--- src/rtl/t03_dpu_pkg.sv ---
// Shared definitions for the DPU register bridge: register offsets, field layout,
// FSM states and the commit-time clamp helpers.
package t03_dpu_pkg;

    localparam logic [4:0] OFF_GAME  = 5'h00;
    localparam logic [4:0] OFF_P1    = 5'h04;
    localparam logic [4:0] OFF_P2    = 5'h08;
    localparam logic [4:0] OFF_P1POS = 5'h0C;
    localparam logic [4:0] OFF_P2POS = 5'h10;
    localparam logic [4:0] OFF_CTRL  = 5'h14;
    localparam logic [4:0] OFF_STAT  = 5'h18;

    localparam int POS_X_LSB = 0;
    localparam int POS_Y_LSB = 16;
    localparam int COORD_W   = 11;

    typedef enum logic [1:0] {
        IDLE   = 2'd0,
        ARMED  = 2'd1,
        COMMIT = 2'd2
    } fsm_e;

    // Packed to match the P1/P2 register layout: [6] left, [5:2] health, [1:0] state.
    typedef struct packed {
        logic       left;
        logic [3:0] health;
        logic [1:0] state;
    } player_t;

    typedef struct packed {
        logic [10:0] y;
        logic [10:0] x;
    } pos_t;

    function automatic logic [3:0] clamp_health(input logic [3:0] h);
        return (h > 4'd9) ? 4'd9 : h;
    endfunction

    function automatic logic [10:0] clamp_coord(input logic [10:0] v, input logic [10:0] vmax);
        return (v > vmax) ? vmax : v;
    endfunction

    function automatic logic [2:0] clamp_game(input logic [2:0] g);
        return (g > 3'd4) ? 3'd0 : g;
    endfunction

endpackage

--- src/rtl/t03_vsync_edge.sv ---
// Start-of-frame detector: registers vsync, flags its falling edge and counts frames.
module t03_vsync_edge
    import t03_dpu_pkg::*;
(
    input  logic        clk,
    input  logic        rst_n,
    input  logic        vsync,
    output logic        fe,
    output logic [15:0] frame_cnt
);

    logic vsync_q_r;

    assign fe = vsync_q_r & ~vsync;

    // Delayed vsync and free-running frame counter
    always_ff @(posedge clk or negedge rst_n) begin
        if (!rst_n) begin
            vsync_q_r <= 1'b1;
            frame_cnt <= 16'd0;
        end else begin
            vsync_q_r <= vsync;
            if (fe) begin
                frame_cnt <= frame_cnt + 16'd1;
            end
        end
    end

endmodule

--- src/rtl/t03_dpu_reg_bridge.sv ---
// CPU register window that shadows the DPU game state and commits it at frame start.
// Define T03_DPU_BRIDGE_CLAMP_EN to clamp out-of-range values at commit time.
module t03_dpu_reg_bridge
    import t03_dpu_pkg::*;
#(
    parameter logic [31:0] BASE_ADDR = 32'hFF00_0000,
    parameter logic [10:0] X_MAX     = 11'd639,
    parameter logic [10:0] Y_MAX     = 11'd479
) (
    input  logic        clk,
    input  logic        rst,
    input  logic        wr_en,
    input  logic        rd_en,
    input  logic [31:0] addr,
    input  logic [31:0] wdata,
    output logic [31:0] rdata,
    output logic        ack,
    input  logic        vsync,
    output logic [2:0]  gameState,
    output logic [1:0]  p1State,
    output logic [1:0]  p2State,
    output logic [3:0]  p1health,
    output logic [3:0]  p2health,
    output logic [10:0] x1,
    output logic [10:0] y1,
    output logic [10:0] x2,
    output logic [10:0] y2,
    output logic        p1Left,
    output logic        p2Left,
    output logic [15:0] frame_cnt
);

`ifdef T03_DPU_BRIDGE_CLAMP_EN
    localparam bit CLAMP_EN = 1'b1;
`else
    localparam bit CLAMP_EN = 1'b0;
`endif

    logic [31:0] off_s;
    logic        hit_s;
    logic        we_s;
    logic        re_s;
    logic        commit_req_s;
    logic        fe_s;
    logic [31:0] rd_val_s;
    logic        unused_wdata_s;

    logic [2:0]  game_sh_r;
    player_t     p1_sh_r;
    player_t     p2_sh_r;
    pos_t        p1pos_sh_r;
    pos_t        p2pos_sh_r;
    logic        auto_r;
    logic        pending_r;
    fsm_e        state_r;

    logic [2:0]  game_c_s;
    logic [3:0]  p1h_c_s;
    logic [3:0]  p2h_c_s;
    pos_t        p1pos_c_s;
    pos_t        p2pos_c_s;

    t03_vsync_edge u_vsync_edge (
        .clk       (clk),
        .rst_n     (rst),
        .vsync     (vsync),
        .fe        (fe_s),
        .frame_cnt (frame_cnt)
    );

    assign off_s          = addr - BASE_ADDR;
    assign hit_s          = (off_s[31:5] == 27'd0) && (addr[1:0] == 2'b00);
    assign we_s           = wr_en & hit_s;
    assign re_s           = rd_en & ~wr_en;
    assign commit_req_s   = we_s && (off_s[4:0] == OFF_CTRL) && wdata[0];
    assign unused_wdata_s = ^{wdata[31:27], wdata[15:11]};

    // Read-data mux; anything outside the window or misaligned reads as zero
    always_comb begin
        rd_val_s = 32'd0;
        if (hit_s) begin
            case (off_s[4:0])
                OFF_GAME:  rd_val_s = {29'd0, game_sh_r};
                OFF_P1:    rd_val_s = {25'd0, p1_sh_r};
                OFF_P2:    rd_val_s = {25'd0, p2_sh_r};
                OFF_P1POS: rd_val_s = {5'd0, p1pos_sh_r.y, 5'd0, p1pos_sh_r.x};
                OFF_P2POS: rd_val_s = {5'd0, p2pos_sh_r.y, 5'd0, p2pos_sh_r.x};
                OFF_CTRL:  rd_val_s = {30'd0, auto_r, pending_r};
                OFF_STAT:  rd_val_s = {16'd0, frame_cnt};
                default:   rd_val_s = 32'd0;
            endcase
        end else begin
            rd_val_s = 32'd0;
        end
    end

    // Commit-time values, optionally clamped; shadow readback always stays raw
    always_comb begin
        game_c_s  = game_sh_r;
        p1h_c_s   = p1_sh_r.health;
        p2h_c_s   = p2_sh_r.health;
        p1pos_c_s = p1pos_sh_r;
        p2pos_c_s = p2pos_sh_r;
        if (CLAMP_EN) begin
            game_c_s    = clamp_game(game_sh_r);
            p1h_c_s     = clamp_health(p1_sh_r.health);
            p2h_c_s     = clamp_health(p2_sh_r.health);
            p1pos_c_s.x = clamp_coord(p1pos_sh_r.x, X_MAX);
            p1pos_c_s.y = clamp_coord(p1pos_sh_r.y, Y_MAX);
            p2pos_c_s.x = clamp_coord(p2pos_sh_r.x, X_MAX);
            p2pos_c_s.y = clamp_coord(p2pos_sh_r.y, Y_MAX);
        end else begin
            game_c_s  = game_sh_r;
            p1pos_c_s = p1pos_sh_r;
            p2pos_c_s = p2pos_sh_r;
        end
    end

    // Bus response: one-cycle ack and registered read data
    always_ff @(posedge clk or negedge rst) begin
        if (!rst) begin
            ack   <= 1'b0;
            rdata <= 32'd0;
        end else begin
            ack   <= wr_en | rd_en;
            rdata <= re_s ? rd_val_s : 32'd0;
        end
    end

    // Shadow registers and the auto-commit enable
    always_ff @(posedge clk or negedge rst) begin
        if (!rst) begin
            game_sh_r  <= 3'd0;
            p1_sh_r    <= '0;
            p2_sh_r    <= '0;
            p1pos_sh_r <= '0;
            p2pos_sh_r <= '0;
            auto_r     <= 1'b0;
        end else if (we_s) begin
            case (off_s[4:0])
                OFF_GAME:  game_sh_r  <= wdata[2:0];
                OFF_P1:    p1_sh_r    <= wdata[6:0];
                OFF_P2:    p2_sh_r    <= wdata[6:0];
                OFF_P1POS: p1pos_sh_r <= {wdata[POS_Y_LSB +: COORD_W], wdata[POS_X_LSB +: COORD_W]};
                OFF_P2POS: p2pos_sh_r <= {wdata[POS_Y_LSB +: COORD_W], wdata[POS_X_LSB +: COORD_W]};
                OFF_CTRL:  auto_r     <= wdata[1];
                default:   ;
            endcase
        end
    end

    // Commit FSM with the DPU-facing active registers
    always_ff @(posedge clk or negedge rst) begin
        if (!rst) begin
            state_r   <= IDLE;
            pending_r <= 1'b0;
            gameState <= 3'd0;
            p1State   <= 2'd0;
            p2State   <= 2'd0;
            p1health  <= 4'd0;
            p2health  <= 4'd0;
            x1        <= 11'd0;
            y1        <= 11'd0;
            x2        <= 11'd0;
            y2        <= 11'd0;
            p1Left    <= 1'b0;
            p2Left    <= 1'b0;
        end else begin
            case (state_r)
                IDLE: begin
                    if (commit_req_s) begin
                        state_r <= ARMED;
                    end else if (fe_s && auto_r) begin
                        state_r <= COMMIT;
                    end
                end
                ARMED: begin
                    if (fe_s) begin
                        state_r <= COMMIT;
                    end
                end
                COMMIT: begin
                    gameState <= game_c_s;
                    p1State   <= p1_sh_r.state;
                    p2State   <= p2_sh_r.state;
                    p1health  <= p1h_c_s;
                    p2health  <= p2h_c_s;
                    x1        <= p1pos_c_s.x;
                    y1        <= p1pos_c_s.y;
                    x2        <= p2pos_c_s.x;
                    y2        <= p2pos_c_s.y;
                    p1Left    <= p1_sh_r.left;
                    p2Left    <= p2_sh_r.left;
                    state_r   <= commit_req_s ? ARMED : IDLE;
                end
                default: state_r <= IDLE;
            endcase
            if (commit_req_s) begin
                pending_r <= 1'b1;
            end else if (state_r == COMMIT) begin
                pending_r <= 1'b0;
            end
        end
    end

endmodule

--- config.mk ---
export PLATFORM = sky130hd
export DESIGN_NAME = t03_dpu_reg_bridge
export DESIGN_NICKNAME = d
export VERILOG_FILES = /design/src/rtl/t03_dpu_pkg.sv /design/src/rtl/t03_vsync_edge.sv /design/src/rtl/t03_dpu_reg_bridge.sv
export SDC_FILE = /design/constraint.sdc
export NUM_CORES = 1
export LEC_CHECK = 0
export CORE_MARGIN = 2
export CORE_UTILIZATION = 51
export CTS_BUF_LIST = sky130_fd_sc_hd__clkbuf_8
export CTS_CLUSTER_SIZE = 25
export DETAILED_ROUTE_END_ITERATION = 10
export PLACE_DENSITY = 0.83
export REMOVE_ABC_BUFFERS = 1
export SYNTH_ARGS = -nofsm -noshare
export SYNTH_HDL_FRONTEND = slang
export SYNTH_HIERARCHICAL = 1
export SYNTH_SLANG_ARGS = --single-unit
--- constraint.sdc ---
create_clock -name clk -period 1.7 [get_ports clk]
set_input_delay 0.255 -clock clk [delete_from_list [all_inputs] [get_ports clk]]
set_output_delay 0.255 -clock clk [all_outputs]
set_load 0.02 [all_outputs]
==> results.md, run 1 <==
* Final Cell Area at 0.01035 mm2
* Register area share after synthesis at 0.5953
* Largest net degree at the start of global routing at 48
* Number of synthesized flops with an enable pin at 0
* Endpoints failing hold at 0
* Total grt overflow at 0
* Clock Root Buffer: clkbuf_8
* ANT nets after route at 0
* Failing checks: negative setup slack
* Routed vias/inst at 5.670
* I/O Buffers at 163
* M1 wire length at 7.825 mm
* Status: finished, violations left
* Initial Utilization at 0.5200
* Worst relative slew slack at 0.6418
* Post-synth top area cell: dfrtp_1
* Average cell area after synthesis at 14.24 um2
* DRT Pass-1 Iters at 6
* Most used cell, CP: buf_12
* Clock slew at reported path FFs at 90 ps
* Diode count at 0
* Hold_ws at 308.9 ps
* Top sig layer: met4
* Worst setup EP type: register
* WP data arrival at 2270 ps
* CP cell instances: dlygate4sd2_1 > a21oi_1 > nor2_1 > nor4_4 > buf_4 > buf_6 > nand4_4 > buf_12 > buf_12 > mux2_4
* Clock Skew at 10.82 ps
* Slew of the pin with the lowest slew margin at 537.4 ps
* GRT Overall Usage at 0.2588
* CTS sink count at 171
* PD cells at 768.4 mW/mm2
* Synth Cell Area at 0.007191 mm2
* Antenna violations before repair at 0
* Commonest non-fill, non-tap cell in the layout: dfrtp_1
* Ys Warns at 6
* Synth-to-Final Area Change at 43.99%
* Most frequent cells in the layout: dfrtp_1 (170), mux2_2 (84), dlygate4sd2_1 (74)
* Setup Viol. Count Final at 76
* Tcrit/Tclk final at 1.138
* Ys flop type: dfrtp_1
* CP bufs+invs at 5
* Max Root-Sink Buffers at 2
* H-tree Lvls at 4
* Flops & latches, synth at 171
* Crit start category: input pin
* Unique masters post-synth at 44
* Met3 routed WL at 1.157 mm
* Layout net count at 805
* Peak VDD IR at 0.5275 mV
* Top cell type's share of synthesized area at 0.5916
* Chip width at 122.7 um
* Synth top area cells: dfrtp_1 (59%), mux2_2 (13%), mux2_4 (8.4%), a22oi_1 (1.6%), nor2_1 (1.5%)
* Slowest CP cell: dlygate4sd2_1
* Final Core Density at 0.7488
* Crit path max fanout at 7
* Max incr delay on CP at 310 ps
* Fraction of layout cells with a size suffix above 1 at 0.3834
* Leakage power at 5.735 nW
* Synth Instances at 505
* Core box area at 0.01383 mm2
* Final Slew Violations at 0
* Min-Delay Path Class: in2async
* Std-Cell Rows at 43
* Critical path type: in2reg
* Setup TNS Final at -9871 ps
* Half-perimeter wire length after placement at 12.54 mm
* Power Total at 7.955 mW
* Number of global-route vias before repair at 5341
* Die area at 0.01507 mm2
* Initial DRC count at 405
* First-pass GRT wire length at 28.96 mm
* Boundary Pins at 179
* Fmax at 516.8 MHz
* Routed wl met2 at 9.831 mm
* CTS tree: built
* Min cycle time layout at 1935 ps
* Wire per inst at 20.83 um
* Via count at 5250
* CP top delay family: buffers and inverters
* Final wirelength at 19.29 mm
* Cts bufs inserted at 17
* Max cap viols at 0
* Clock latency on the worst-skew pair at 450 ps
* Residual DRC count at 0
* RSZ-0062 raised after global routing: true
* Final WS setup at -235.0 ps
* Final Wtd Congestion at 0.9117
* FILL cells at 840
* Area post-placement at 0.009450 mm2
* CP Data Required Time at 2040 ps
* Die Y at 122.7 um
* Fraction of registers with async set/reset at 1.000
-- report_power, final --
group	internal, mW	total (mW)	switching (mW)
logic	0.411	0.928	0.516
registers	4.13	4.20	0.0647
clock network	1.41	2.83	1.42
total	5.95	7.96	2.01
-- cells in the mapped netlist, types with 3 or more instances --
master,n
a21oi_1,5
a222oi_1,8
a22oi_1,15
and3_1,8
buf_4,5
buf_6,5
clkbuf_1,14
dfrtp_1,170
mux2_2,85
mux2_4,40
mux2i_1,6
nand2_1,26
nand2b_1,4
nand3_1,5
nand4_1,9
nor2_1,29
nor2b_1,3
nor3_1,3
nor4_1,8
o21ai_0,7
xnor2_1,11
xor2_1,6
-- kinds of logic (layout without fill, tap and decap cells) --
logic type                 count (synthesis)  after routing  synth area share
muxes                                    131            131            0.2250
buffers and inverters                     29            266           0.02332
xor gates and xnor gates                  17             17           0.02071
DFF                                      171            171            0.5953
AOI/OAI and AO/OA                         43             43           0.04385
other                                      1              5         0.0005215
and+or+nand+nor                          111            111           0.08787
adders and majority gates                  2              2          0.003480
-- final timing paths --
check	start	to	slack [ps]	cells after the start
worst max-delay path	addr[26]	p2pos_c_s[13]	-240	10
worst min-delay path	rst	y2[3]	310	2
worst max register to register	u_vsync_edge/vsync_q_r	u_vsync_edge/frame_cnt[15]	130	4
worst min register to register	p1State[1]	p1State[1]	500	1
max in group asynchronous	rst	u_vsync_edge/vsync_q_r	740	3
min in group clk	addr[0]	rdata[2]	360	6
-- layer usage --
layer	GRT usage	vias to the layer above
met5	0	-
met4	0.09483	0
met3	0.05437	36
met2	0.4258	228
met1	0.3395	2719
li1	-	2267
-- flip-flops by register name, summed over array words and instances (netlist names), 11 cells and up --
register and count:
x1 11, y1 11, rdata 27, p1pos_c_s 22, x2 11, y2 11
u_vsync_edge/frame_cnt 16, p2pos_c_s 22
-- metrics by stage --
| step | std cells | setup WS [ps] |
|---|---|---|
| after CTS | 925 | -187.5 |
| after detailed placement | 880 | -1196 |
| after global routing | 926 | -300.0 |
| after global placement | 880 | -984.3 |
| final | 926 | -235.0 |
| after floorplan | 481 | -913.4 |
-- area by class of cell --
type                    instances  area (um2)  area share
flip-flops and latches        171        4280      0.4134
multi-input cells             309        3082      0.2976
repair buffers                234        2367      0.2286
clock buffers                  20       275.3     0.02659
well taps                     180       225.2     0.02175
clock inverters                11       120.1     0.01160
inverters                       1       3.754   0.0003625
-- timing repair --
| action | in CTS | in global routing |
|---|---|---|
| endpoints found under the setup margin | 154 | 121 |
| pin swaps | 16 | 21 |
| gates resized for setup | 142 | 94 |
| cloned | 3 | 1 |
| endpoints found under the hold margin | 42 | 0 |
| buffers inserted | 13 | 3 |
| hold buffers | 1 | 0 |
(Power assumes the default switching activity.)
==> run 2, diff against run 1 <==
--- a/config.mk
+++ b/config.mk
@@ -10,8 +10,8 @@
 export CTS_BUF_LIST = sky130_fd_sc_hd__clkbuf_8
 export CTS_CLUSTER_SIZE = 25
 export DETAILED_ROUTE_END_ITERATION = 10
+export MAX_ROUTING_LAYER = met4
 export PLACE_DENSITY = 0.83
-export REMOVE_ABC_BUFFERS = 1
 export SYNTH_ARGS = -nofsm -noshare
 export SYNTH_HDL_FRONTEND = slang
 export SYNTH_HIERARCHICAL = 1
==> run 2 against run 1 <==
Wire length rose by 2.9%. Clock power grew 9.5%. Largest power group unchanged. The run still ends with negative setup slack left. Die area unchanged. Non-clock buffer count up 5. Design area up 0.63%. Critical path depth shrank 3. Via count increased by 1.4%. Worst hold slack got worse by 120 ps. Total power up 3.1%. First-iteration DRC count rose by 5.4%. Sequential share of layout area down 0.26 points. Sequential power is essentially flat.
==> results.md, run 2 (synthesized netlist as in run 1, its figures left out) <==
* Status: finished, violations left
* Failing checks: negative setup slack
* Std-Cell Rows at 43
* Layout net count at 810
* ANT nets after route at 0
* Clock Skew at 7.876 ps
* Initial DRC count at 427
* Wire per inst at 21.30 um
* DRT Pass-1 Iters at 6
* Final Wtd Congestion at 0.9161
* Peak VDD IR at 0.4630 mV
* Crit start category: input pin
* H-tree Lvls at 4
* CP Data Required Time at 2050 ps
* CTS tree: built
* Max Root-Sink Buffers at 2
* Min cycle time layout at 1804 ps
* Diode count at 0
* Commonest non-fill, non-tap cell in the layout: dfrtp_1
* Boundary Pins at 179
* Antenna violations before repair at 0
* Seq pwr share at 0.516
* Max incr delay on CP at 440 ps
* Max cap viols at 0
* Fraction of layout cells with a size suffix above 1 at 0.3870
* Fmax at 554.4 MHz
* Half-perimeter wire length after placement at 12.51 mm
* First-pass GRT wire length at 30.15 mm
* Clk network pwr share at 0.378
* Clock Root Buffer: clkbuf_8
* WP data arrival at 2160 ps
* Leakage power at 5.847 nW
* Area post-placement at 0.009447 mm2
* Pint at 6.104 mW
* GRT Overall Usage at 0.2782
* Reg with most FFs: rdata
* Final wirelength at 19.85 mm
* Crit path max fanout at 6
* Combinational power share at 0.107
* Clock latency on the worst-skew pair at 460 ps
* Slowest CP cell: clkdlybuf4s50_1
* Worst setup EP type: register
* Total grt overflow at 0
* Cts bufs inserted at 17
* Sw Pwr at 2.096 mW
* I/O Buffers at 163
* Residual DRC count at 0
* Most frequent cells in the layout: dfrtp_1 (170), mux2_2 (84), dlygate4sd2_1 (59)
* RSZ-0062 raised after global routing: true
* Max reg flops at 27
* Final Core Density at 0.7535
* Initial Utilization at 0.5200
* Via count at 5324
* Tcrit/Tclk final at 1.061
* Number of global-route vias before repair at 5460
* Hold_ws at 193.9 ps
* Chip width at 122.7 um
* Die area at 0.01507 mm2
* Routed vias/inst at 5.712
* CP cell instances: clkdlybuf4s50_1 > or3_1 > nor2_2 > nand4_4 > buf_4 > buf_12 > mux2_4
* Final Cell Area at 0.01042 mm2
* Die Y at 122.7 um
* CTS sink count at 171
* Endpoints failing hold at 0
* Largest net degree at the start of global routing at 83
* Setup Viol. Count Final at 61
* DP Worst Slack at -889.4 ps
* Synth-to-Final Area Change at 44.89%
* Final Slew Violations at 0
* Switching portion of total power at 0.2556
* PD cells at 787.1 mW/mm2
* Core box area at 0.01383 mm2
* Clock slew at reported path FFs at 90 ps
* Power Total at 8.200 mW
* Final WS setup at -103.7 ps
* Critical path type: in2reg
* Min-Delay Path Class: in2async
run 2: repair_timing:
| action | in CTS | in global routing |
|---|---|---|
| gates cloned | 5 | 1 |
| resized for setup | 179 | 60 |
| pin swaps | 10 | 9 |
| setup endpoints to repair | 146 | 123 |
| hold buffers | 1 | 0 |
| endpoints found under the hold margin | 170 | 0 |
| buffers inserted | 19 | 2 |
run 2: worst paths after layout:
| path | start | to | slack (ps) | depth (start not counted) |
|---|---|---|---|---|
| setup reg to reg | u_vsync_edge/vsync_q_r | u_vsync_edge/frame_cnt[15] | 120 | 4 |
| hold / removal | rst | rdata[12] | 190 | 2 |
| max in group asynchronous | rst | p2Left | 830 | 3 |
| hold reg to reg | u_vsync_edge/frame_cnt[15] | u_vsync_edge/frame_cnt[15] | 500 | 1 |
| setup / recovery | addr[3] | p2pos_c_s[20] | -100 | 7 |
| min in group clk | vsync | u_vsync_edge/vsync_q_r | 380 | 2 |
run 2: power groups by stage:
| stage | Clock (mW) | Sequential (mW) | Combinational [mW] |
|---|---|---|---|
| finish | 3.10 | 4.23 | 0.874 |
| global route | 3.32 | 4.24 | 0.927 |
| CTS | 3.13 | 4.22 | 0.842 |
| detailed placement | 0 | 4.30 | 0.864 |
| global placement | 0 | 4.30 | 0.844 |
| floorplan | 0 | 4.39 | 0.198 |
run 2: final cells by class:
cell class,instances,area [um2]
clock buffer,20,275.3
clock inverter,12,158.9
fill,864,3408
inverter,1,3.754
multi-input combinational,309,3029
sequential,171,4280
tap,180,225.2
timing repair buffer,239,2446
run 2: per-stage QoR:
step	setup TNS (ps)	std cells
after floorplan	-16790	509
after global placement	-67580	877
after detailed placement	-73600	877
after CTS	-1536	934
after global routing	-6170	932
final	-2871	932
run 2: layer usage:
metal | track usage | wire length, um
met3 | 0.05158 | 1291
met2 | 0.4406 | 9983
met1 | 0.3447 | 7705
met4 | 0.1372 | 872
met5 | - | 0
run 2: worst max-delay path, delay by kind of cell:
| kind | cells | cell delay [ps] |
|---|---|---|
| simple gates | 3 | 840 |
| buf+inv | 3 | 760 |
| mux | 1 | 300 |
